File: src/rtl/cello_tt_sweep_ctrl.sv
`default_nettype none
// ============================================================================
//  Module      : cello_tt_sweep_ctrl
//  Description : Truth-table sweep sequencer for a 4-input/1-output Cello
//                logic circuit. Walks all 16 input vectors and holds each one
//                for a settle window before sampling the circuit output. It
//                then records the measured table and checks it bit by bit
//                against the expected table.
//  Revision    : 1.0 - initial release
// ============================================================================
module cello_tt_sweep_ctrl #(
    parameter logic [15:0] TT_EXPECTED   = 16'h0239,
    parameter int          SETTLE_CYCLES = 8,
    parameter int          CNT_W         = 8
) (
    input  logic        clk,
    input  logic        rst_n,
    input  logic        start,
    input  logic        abort,
    input  logic        dut_out,
    output logic        in1,
    output logic        in2,
    output logic        in3,
    output logic        in4,
    output logic        busy,
    output logic        done,
    output logic        pass,
    output logic [15:0] captured,
    output logic [15:0] mismatch_mask,
    output logic [4:0]  fail_count
);

    localparam logic [1:0] S_IDLE   = 2'd0;
    localparam logic [1:0] S_SETTLE = 2'd1;
    localparam logic [1:0] S_SAMPLE = 2'd2;
    localparam logic [1:0] S_DONE   = 2'd3;

    // Settle counter counts down to zero, so SETTLE_CYCLES-1 gives exactly
    // SETTLE_CYCLES cycles in SETTLE.
    localparam logic [CNT_W-1:0] CNT_RELOAD = CNT_W'(SETTLE_CYCLES - 1);

    logic [1:0]       r_state;
    logic [3:0]       r_idx;
    logic [3:0]       r_vec;
    logic [CNT_W-1:0] r_cnt;
    logic             w_miss;

    // Mismatch of the current sample against the expected table entry
    assign w_miss = dut_out ^ TT_EXPECTED[r_idx];

    // Output decode: drive bits map in1 = MSB of the vector index
    assign in1  = r_vec[3];
    assign in2  = r_vec[2];
    assign in3  = r_vec[1];
    assign in4  = r_vec[0];
    assign busy = (r_state == S_SETTLE) || (r_state == S_SAMPLE);
    assign done = (r_state == S_DONE);

    // Sweep sequencer: vector drive, settle timing, capture and compare
    always_ff @(posedge clk) begin
        if (!rst_n) begin
            r_state       <= S_IDLE;
            r_idx         <= 4'd0;
            r_vec         <= 4'd0;
            r_cnt         <= '0;
            pass          <= 1'b0;
            captured      <= 16'd0;
            mismatch_mask <= 16'd0;
            fail_count    <= 5'd0;
        end else begin
            case (r_state)
                S_IDLE: begin
                    // abort has priority over start
                    if (start && !abort) begin
                        r_idx         <= 4'd0;
                        r_vec         <= 4'd0;
                        r_cnt         <= CNT_RELOAD;
                        pass          <= 1'b0;
                        captured      <= 16'd0;
                        mismatch_mask <= 16'd0;
                        fail_count    <= 5'd0;
                        r_state       <= S_SETTLE;
                    end
                end
                S_SETTLE: begin
                    if (abort) begin
                        r_vec   <= 4'd0;
                        pass    <= 1'b0;
                        r_state <= S_IDLE;
                    end else if (r_cnt == '0) begin
                        r_state <= S_SAMPLE;
                    end else begin
                        r_cnt <= r_cnt - 1'b1;
                    end
                end
                S_SAMPLE: begin
                    // An abort here discards this sample; partial results stay
                    if (abort) begin
                        r_vec   <= 4'd0;
                        pass    <= 1'b0;
                        r_state <= S_IDLE;
                    end else begin
                        captured[r_idx]      <= dut_out;
                        mismatch_mask[r_idx] <= w_miss;
                        fail_count           <= fail_count + {4'd0, w_miss};
                        if (r_idx == 4'd15) begin
                            r_state <= S_DONE;
                        end else begin
                            r_idx   <= r_idx + 4'd1;
                            r_vec   <= r_idx + 4'd1;
                            r_cnt   <= CNT_RELOAD;
                            r_state <= S_SETTLE;
                        end
                    end
                end
                S_DONE: begin
                    // fail_count is final here; results stay until the next start
                    pass    <= (fail_count == 5'd0);
                    r_vec   <= 4'd0;
                    r_state <= S_IDLE;
                end
                default: begin
                    r_state <= S_IDLE;
                end
            endcase
        end
    end

endmodule
`default_nettype wire

File: config.mk
export PLATFORM = sky130hd
export DESIGN_NAME = cello_tt_sweep_ctrl
export DESIGN_NICKNAME = d
export VERILOG_FILES = /design/src/rtl/cello_tt_sweep_ctrl.sv
export SDC_FILE = /design/constraint.sdc
export NUM_CORES = 1
export LEC_CHECK = 0
export CAP_MARGIN = 15
export CORE_MARGIN = 1.5
export CORE_UTILIZATION = 30
export CTS_CLUSTER_DIAMETER = 40
export DETAILED_ROUTE_END_ITERATION = 6
export PLACE_DENSITY = 0.62
export SETUP_SLACK_MARGIN = 0.5
export SLEW_MARGIN = 20
export SYNTH_ARGS = -nofsm -noshare
export SYNTH_HDL_FRONTEND = slang
export SYNTH_SLANG_ARGS = --single-unit
export TNS_END_PERCENT = 50
File: constraint.sdc
create_clock -name clk -period 5.59 [get_ports clk]
set_input_delay 1.3975 -clock clk [delete_from_list [all_inputs] [get_ports clk]]
set_output_delay 1.3975 -clock clk [all_outputs]
set_load 0.1 [all_outputs]
* After elaboration in Yosys (flattened, before gate mapping)
Memory sizes are Yosys's and may differ from the RTL's. A register that Yosys moved wholly into a read port is not among the register bits.
Index checks and enable logic that the tools add are counted.
** Storage, ports and cells
- Register bits :: 56
- Memory bits (read-only) :: 16
- Input port bits :: 5
- Output and inout port bits :: 44
- Word-level logic and storage cells :: 81
- Memories kept :: 1
** Memory list
- (no name shown) :: words 16, width 1, rd ports 1, clocked after Yosys merged registers in 1, wr ports 0, line 49 : assign w_miss = dut_out ^ TT_EXPECTED[r_idx];
** Cells by class
- Add/sub/neg operators :: 3
- $lt $le $gt $ge :: 2
- Eq/ne operators :: 13
- Mux-type cells :: 37
- Bitwise logic cells :: 1
- Reductions and logical operators :: 16
** Operator list (number)
- $pmux 16 s2 :: 2
- $mux 16 :: 3
- $mux 8 :: 5
- $bwmux 16 :: 2
- $mux 4 :: 7
- $pmux 8 s3 :: 1
- $pmux 4 s4 :: 1
- $ne 2x2->1 const B :: 6
- $mux 2 :: 5
- $mux 5 :: 2
- $pmux 5 s2 :: 1
- $logic_not 8->1 :: 1
- $pmux 2 s4 :: 1
- $pmux 4 s2 :: 1
- $sub 8x1->8 const B :: 1
- $reduce_and 3->1 :: 2
- $reduce_and 6->1 :: 1
- $add 5x1->5 :: 1
- $logic_not 5->1 :: 1
- $lt 4x5->1 const B :: 1
- $add 4x1->4 const B :: 1
- $demux 1 s4 :: 1
- $eq 2x2->1 const B :: 2
- $eq 4x4->1 const B :: 1
- 17 further kinds :: 22

* Depth between registers and ports, before layout
Gate-level depths: netlist of run 1.
- Depth in word-level cells :: 7
- Depth in mapped cells :: 12
- Depth with buffers taken out :: 11

* Worst setup path before layout of run 1
Ideal clock, no wire load.
- Kind :: input to register
- From :: in start
- To :: reg with a tool-made name
- Setup time :: 0.120 ns
- Arrival :: 2.948 ns
- Required time :: 5.470 ns
- Path slack :: 2.522 ns
- Cell stages on the path :: 8
- Buffers on the path :: 0
- Cells stage by stage :: nor2b_1 or4_4 a22o_1 and2_1 inv_1 ha_1 nor2b_1 o31a_1
** RTL lines
- from (decl) :: line 18 : input logic start,

* Worst setup path in the final report of run 1
- From :: reg r_state[0]
- To :: out busy
** Between the ends
- Cells in the longest elaborated chain, start to end :: 2
- Elaborated cells on any way between the ends :: 3
- Those cells by class :: 2 x eq/ne; 1 x reduce/logical
** RTL lines
- from (decl) :: line 42 : logic [1:0] r_state;
- from (signal assigned) :: line 62 : r_state <= S_IDLE;
- from (signal assigned) :: line 82 : r_state <= S_SETTLE;
- from (signal assigned) :: line 89 : r_state <= S_IDLE;
- $eq 2x1->1 / $eq 2x2->1 (equally long branches) :: line 56 : assign busy = (r_state == S_SETTLE) || (r_state == S_SAMPLE);
- $logic_or 1x1->1 * :: line 56
- to (decl) :: line 25 : output logic busy,
Mark *: on every way between the ends. The rest lies on a longest branch, timed or not.

==> results.md, run 1 <==
- The CTS root buffer is clkbuf_8.
- The total track usage is 14.46%.
- The area enclosed by the die boundary is 10240 um^2.
- The final sum of negative setup slack is 0 ns.
- The finished layout holds 512 standard cells, fillers aside.
- The routed length per instance is approximately 13 um.
- The first-pass GRT wire length is 11.52 mm.
- The run finished with clean final reports.
- The die extent in x is 101.2 um.
- Headroom to the max-slew limit came out at roughly a third.
- The data arrival time of the critical path is 2.27 ns.
- No sink is reached through more buffers than the 2 on the longest clock path.
- Power spread over the standard cell area amounts to 285.3 nW/um^2.
- The gate count after technology mapping is ~340.
- The count of flip-flops with a built-in enable after synthesis is 0.
- The path type of the worst min-delay path is reg2reg.
- The cell with the largest stage delay on the worst path is clkdlybuf4s50_1.
- After detailed routing, the number of remaining DRC violations is 0.
- The count of input and output buffers is between 40 and 50.
- The detailed router finished its first iteration with about 100 violations.
- The sequential element share of the synthesized area is slightly below 40%.
- Across all register-to-register paths, the minimum setup slack is between 2 and 3 ns.
- The clock slew seen by the registers of the worst setup and hold paths is about 0.060 ns.
- Traced cell by cell, the critical path runs through inv_1, ha_1, clkdlybuf4s50_1.
- After detailed routing, the met2 layer carries approximately 3.1 mm of wire.
- The setup fix buffers added after clock tree synthesis is 0.
- The placed instances occupy a cell area of roughly 3500 um^2.
- The total non-filler cell area in the finished layout is 3696 um^2.
- The detailed-route vias per instance is slightly below 5.
- Synthesis instantiated 43 different standard cells from the library.
- Synthesis inferred between 50 and 60 register bits.
- The worst clock skew is ~0.0063 ns.
- Leaving out fill and tap cells, the most frequent cell in the layout is dfxtp_1.
- The first-pass iteration count of the detailed router is 4.
- The half-perimeter wire length after detailed placement is 4.715 mm.
- The post-route minimum period is between 3 and 4 ns.
- The initial antenna violation count is 0.
- For this design, the sink count on the clock tree is 57.
- The library cells used most frequently in the layout, excluding fill and tap cells, are 57 x dfxtp_1, 48 x clkdlybuf4s50_1, 39 x nor2_1, 23 x nand2_1, 23 x a21oi_1.
- Setup repair after global routing left no endpoint under its margin.
- In this run the worst path has a maximum fanout of 4.
- The critical path's top delay family is buffers and inverters.
- The worst endpoint required time is ~4.2 ns.
- The largest net degree at the start of global routing is 41.
- The cell area after synthesis is ~2900 um^2.
- VDD sags by at most ~130 uV.
- The dominant synthesized flop cell is dfxtp_1.
- The met1 wire length is 3.262 mm.
- The number of placement rows is 35.
- The total detailed-routing wirelength is approximately 7 mm.
- For this configuration, the core starts out at a cell density of between 30% and 40%.
- The number of max-slew violations in the final report came to 0.
- In this run the static leakage power is ~1.3 nW.
- The kind of launch point of the worst setup path is a flop.
- 0 antenna diodes ended up in the layout.
- STA classifies the critical path endpoint as an output pin.
- The count of hold-fix buffers inserted at cts is 0.
- The peak per-stage delay on the critical path is 1.13 ns.
- The critical path contains buffers and inverters numbering 2 combined.
- Detailed routing inserted a total of between 2000 and 3000 vias.
- The detailed router used layers up to and including met4.
- The number of nets in the final layout is between 300 and 400.
- The height of the chip is around 100 um.
- Of all flip-flops after synthesis, the portion carrying an async set or reset was 0%.
- The total overflow left after global routing is 0.
- Relative to the synthesized area, the layout overhead comes to 27.77%.
- The number of max-cap violations is 0.
- The final hold violation count is 0.
- Based on the critical path, the design can be clocked at up to between 200 and 300 MHz.
- The H-tree was split into 3 levels.
- The number of top-level pins is between 40 and 50.
- The total of cells resized after clock tree synthesis is 0.
- TritonCTS built the clock tree.
- After layout, the worst path uses 65.56% of the clock period.
- Buffers inserted during clock tree synthesis total 9.
- The yosys synthesis warning count is 0.
- After floorplanning, the core was sized to cover just over 9000 um^2.
- The number of cells after detailed placement is between 400 and 500.
- The sum of met3 wire segment lengths after detailed routing is between 300 and 400 um.
- The count of final setup violators is 0.
- The post-route netlist has slightly below 10% of its cells at a drive strength greater than 1.
- The critical path class is reg2out.
- The antenna violation net count after detailed routing is 0.
- The last weighted congestion value of the routability-driven placer is just over 0.8.
- The number of global-route vias before repair is between 2000 and 2500.
- The post-synthesis area per instance is 8.584 um^2.
- The post-synthesis net count is between 300 and 400.
- Across all hold checks on the routed design, the worst slack comes to 0.4581 ns.
- For the pin with the worst max-slew slack, the measured transition is 0.9860 ns.
- The later pin in the worst-skew pair is clocked with a latency of between 0.3 and 0.4 ns.
cell families after synthesis:
group / synth area share (%)
AO/OA/AOI/OAI: 10.55
XOR/XNOR: 2.725
adder cells (fa/ha/maj): 6.055
buffers and inverters: 5.190
flip-flops: 39.45
multiplexers: 8.304
AND/OR/NAND/NOR: 27.73
power breakdown:
group	internal, mW	total [mW]	leakage [nW]	switching [mW]
clock network	0.296	0.464	0.118	0.168
logic	0.0551	0.162	0.769	0.107
registers	0.417	0.428	0.460	0.0108
total	0.769	1.05	1.35	0.286
flip-flops by register name, summed over array words and instances (netlist names), named ones only:
register,flops
captured,16
fail_count,5
mismatch_mask,16
pass,1
r_cnt,8
r_idx,4
r_state,2
r_vec,4
synth_stat cells (9+ instances only):
master	n	share of area [%]
a21oi_1	23	4.0
ha_1	14	6.1
nand3_1	19	3.3
dfxtp_1	57	39
and3_1	17	3.7
nand3b_1	16	4.2
clkbuf_1	18	2.3
nand2_1	23	3.0
inv_1	16	2.1
nor2_1	39	5.1
o21ai_0	9	1.6
mux2_2	16	6.2
area by class of cell:
cell class | count | area, um^2
inverters | 16 | 60.06
flip-flops and latches | 57 | 1141
repair buffers | 50 | 495.5
well taps | 129 | 161.4
clock inverters | 5 | 103.9
fillers | 970 | 5588
clock buffers | 11 | 131.4
multi-input cells | 244 | 1603
worst reg2reg max path, delay by kind of cell, from the launching register on:
family / cells / cell delay [ns]
AOI/OAI and AO/OA: 2 / 0.45
DFF: 1 / 0.39
buffers and inverters: 2 / 0.15
and+or+nand+nor: 4 / 1.22
adders and majority gates: 2 / 0.75
through the flow:
step	setup WS (ns)	utilization, %	total power [mW]
6_report	1.925	39.81	1.054
4_1_cts	1.905	39.81	1.065
3_5_place_dp	1.835	37.28	0.5983
5_1_grt	1.857	39.81	1.104
3_3_place_gp	1.878	37.26	0.5969
2_1_floorplan	2.522	-	0.5638
path summary, 6_finish.rpt:
path,startpoint,depth (start not counted),endpoint
max,r_state[0]$_SDFFE_PN0P_,3,busy
min,r_vec[2]$_SDFFE_PN0P_,2,r_vec[2]$_SDFFE_PN0P_
max reg2reg,r_state[0]$_SDFFE_PN0P_,10,flop
min reg2reg,r_vec[2]$_SDFFE_PN0P_,2,r_vec[2]$_SDFFE_PN0P_
routing by layer:
layer,vias up,GRT usage [%]
met2,70,23.34
met5,-,0
met4,0,5.876
met1,1169,18.36
li1,1252,-
met3,13,3.865
No activity file was read; power rests on OpenSTA's default activity.
==> run 2: changes to the inputs <==
--- a/config.mk
+++ b/config.mk
@@ -10,7 +10,7 @@
 export CORE_UTILIZATION = 30
 export CTS_CLUSTER_DIAMETER = 40
 export DETAILED_ROUTE_END_ITERATION = 6
-export PLACE_DENSITY = 0.62
+export PLACE_DENSITY = 0.64
 export SETUP_SLACK_MARGIN = 0.5
 export SLEW_MARGIN = 20
 export SYNTH_ARGS = -nofsm -noshare
==> constraint.sdc (replaced) <==
create_clock -name clk -period 3.2 [get_ports clk]
set_input_delay 0.8 -clock clk [delete_from_list [all_inputs] [get_ports clk]]
set_output_delay 0.8 -clock clk [all_outputs]
set_load 0.1 [all_outputs]
==> results.md, run 2 (synthesized netlist as in run 1, its figures left out) <==
- The register area came to 1142 um^2 (+0.11%).
- The number of cell instances on the worst register-to-register path is 11 (+1).
- The slew at the pin with the worst max-slew slack is 0.6814 ns (-0.3045 ns).
- The routed length per instance was 13.90 um (+4.0%).
- In this run the clock root is driven by a clkbuf_8.
- The reg2reg setup slack is 0.64 ns (-1.89 ns).
- The most frequent standard cell in the layout excluding fill and tap cells is dfxtp_1.
- The number of max-cap violations was 0 (unchanged).
- The antenna diode instance count is 0 (unchanged).
- The count of input and output buffers is 48 (unchanged).
- The worst clock skew is 0.01419 ns (+0.007939 ns).
- The clock latency at the later pin of the worst-skew pair is 0.34 ns (about the same).
- The total track usage is 14.58% (+0.12 points).
- The final routed DRC violation total is 0 (unchanged).
- Setup repair after global routing left no endpoint under its margin.
- The clock slew seen by the registers of the worst setup and hold paths is 0.07 ns (about the same).
- The total of cells resized after clock tree synthesis came to 0 (unchanged).
- The area enclosed by the die boundary is 10240 um^2 (unchanged).
- The first-pass GRT wire length is 11.72 mm (+1.7%).
- The setup fix buffers added after clock tree synthesis is 0 (unchanged).
- The height of the chip is 101.2 um (unchanged).
- The met1 demand-to-capacity share in global routing was 18.13% (-0.22 points).
- The worst hold path begins at r_vec[2]$_SDFFE_PN0P_.
- The number of max-slew violations in the final report is 0 (unchanged).
- The number of global-route vias before repair is 2437 (+0.95%).
- The library cells used most frequently in the layout, excluding fill and tap cells, are 56 x dfxtp_1, 51 x buf_4, 39 x nor2_1, 23 x nand2_1, 23 x a21oi_1.
- The layout cell share with drive strength beyond 1 was 23.91% (+14 points).
- Dividing the final minimum period by the clock period gives 81.69%.
- The first-pass iteration count of the detailed router is 4 (unchanged).
- The maximum count of clock buffers along a single path is 2 (unchanged).
- The signal on the critical path passes through clkdlybuf4s50_1, o21a_1, or4_4, a22o_1, and2_1, inv_1, ha_1, nor2b_1, o31a_1.
- The deepest level of the CTS H-tree was 3 (unchanged).
- The standard cell area after detailed placement is 3395 um^2 (-1.9%).
- The most used routing layer in global routing is met2.
- The met2 capacity usage during global routing is 23.85% (+0.52 points).
- The peak per-stage delay on the critical path was 0.45 ns (-0.68 ns).
- The area growth from synthesis to layout is 25.09%.
- The number of sinks driven by the clock tree was 57 (unchanged).
- The initial antenna violation count was 0 (unchanged).
- The effective utilization at floorplan is 31.16% (unchanged).
- The path type of the worst min-delay path is reg2reg.
- The power density normalized to cell area is 481.5 nW/um^2 (+69%).
- The final hold violation count is 0 (unchanged).
- The worst setup path startpoint is abort.
- The antenna violation net count after detailed routing is 0 (unchanged).
- The largest fanout of any net on the critical path is 4 (unchanged).
- The count of vias placed by the detailed router is 2543 (+1.6%).
- The multi-input combinational cell area came to 1609 um^2 (+0.39%).
- The die extent in x is 101.2 um (unchanged).
- The filler cell count is 970 (unchanged).
- The worst ir drop on vdd was 257.3 uV (+97%).
- The global-route track usage on met3 was 4.555% (+0.69 points).
- The final sum of negative setup slack is 0 ns (unchanged).
- The launching point of the worst reg2reg path is r_state[0]$_SDFFE_PN0P_.
- The count of final setup violators came to 0 (unchanged).
- The relative slew slack is 54.26% (+20 points).
- The post-route minimum period is 2.614 ns.
- The total congestion overflow is 0 (unchanged).
- The critical path class is in2reg.
- The final critical-path setup slack came to 0.5860 ns (-1.339 ns).
- The worst slack at placement is 0.1510 ns (-1.684 ns).
- The area of the core is 9284 um^2 (unchanged).
- The total CTS buffers is 9 (unchanged).
- The last weighted congestion value of the routability-driven placer is 0.8981 (+9.3%).
- The number of top-level pins is 49 (unchanged).
- The half-perimeter wire length after detailed placement is 5.063 mm (+7.4%).
- The number of placement rows came to 35 (unchanged).
- The peak clock frequency supported by timing is between 300 and 400 MHz.
- The leakage power summed over all cells is 1.454 nW (+7.9%).
- The endpoint type of the worst setup path is a flop.
- The detailed-route vias per instance is 4.909 (+0.38%).
- The count of cell instances traversed by the critical path was 9 (+6).
- The clock tree from TritonCTS is built.
- The data arrival time of the critical path is 2.83 ns (+0.56 ns).
- The largest net degree at the start of global routing is 34 (-17%).
- The hold-critical path depth was 2 (unchanged).
- The number of nets in the final layout is 403 (+1.5%).
- The total detailed-routing wirelength is 7.199 mm (+5.2%).
- For this design, the slowest cell found on the critical path is or4_4.
- The number of DRC markers after the initial detailed-route iteration was 127 (+25%).
- The run finished with clean final reports.
- The worst endpoint required time is 3.42 ns (-0.77 ns).
- Among cell families on the critical path, the largest total delay comes from simple AND/OR/NAND/NOR gates.
- The kind of launch point of the worst setup path is an input port.
- The number of buffers and inverters on the critical path came to 2 (unchanged).
- The count of hold-fix buffers inserted at cts is 0 (unchanged).
- The total non-filler cell area in the finished layout is 3618 um^2 (-2.1%).
- The largest registers in the layout are captured: 16 flops, mismatch_mask: 16 flops, r_cnt: 8 flops.
-- run 2: where the power goes --
part | total (mW) | internal [mW] | leakage (nW) | switching (mW)
Combinational | 0.299 | 0.102 | 0.895 | 0.197
Clock | 0.695 | 0.382 | 0.0985 | 0.314
Sequential | 0.748 | 0.729 | 0.461 | 0.0191
-- run 2: final cells by class --
class	instances	share of cell area, %
timing repair buffer	56	12.17
tap	129	4.461
inverter	16	1.660
sequential	57	31.57
multi-input combinational	244	44.47
clock buffer	10	3.804
clock inverter	6	1.867
-- run 2: tightest hold or removal path: stages (launching register included) --
cell     delay (ns)
dfxtp_1        0.31
nand2_1        0.05
a21oi_1        0.05
-- run 2: how the worst min path moves through the flow --
stage	endpoint
2_1_floorplan	r_cnt[6]$_SDFFE_PN0P_
3_3_place_gp	r_vec[2]$_SDFFE_PN0P_
3_5_place_dp	r_vec[2]$_SDFFE_PN0P_
4_1_cts	r_vec[2]$_SDFFE_PN0P_
5_1_grt	r_vec[2]$_SDFFE_PN0P_
6_report	r_vec[2]$_SDFFE_PN0P_
-- run 2: stage by stage --
step	hold WS, ns	power, mW	utilization, %	std cells
3_3_place_gp	0.4445	1.056	36.56	502
6_report	0.4510	1.742	38.98	518
4_1_cts	0.4559	1.757	38.77	518
3_5_place_dp	0.4480	1.059	36.56	502
5_1_grt	0.4812	1.825	38.98	518
2_1_floorplan	0.4600	0.9849	-	337
-- run 2: layer usage --
metal	routed length (um)	vias up
met5	0	-
met1	3398	1202
met2	3379	66
met3	339	6
met4	82	0
li1	-	1269
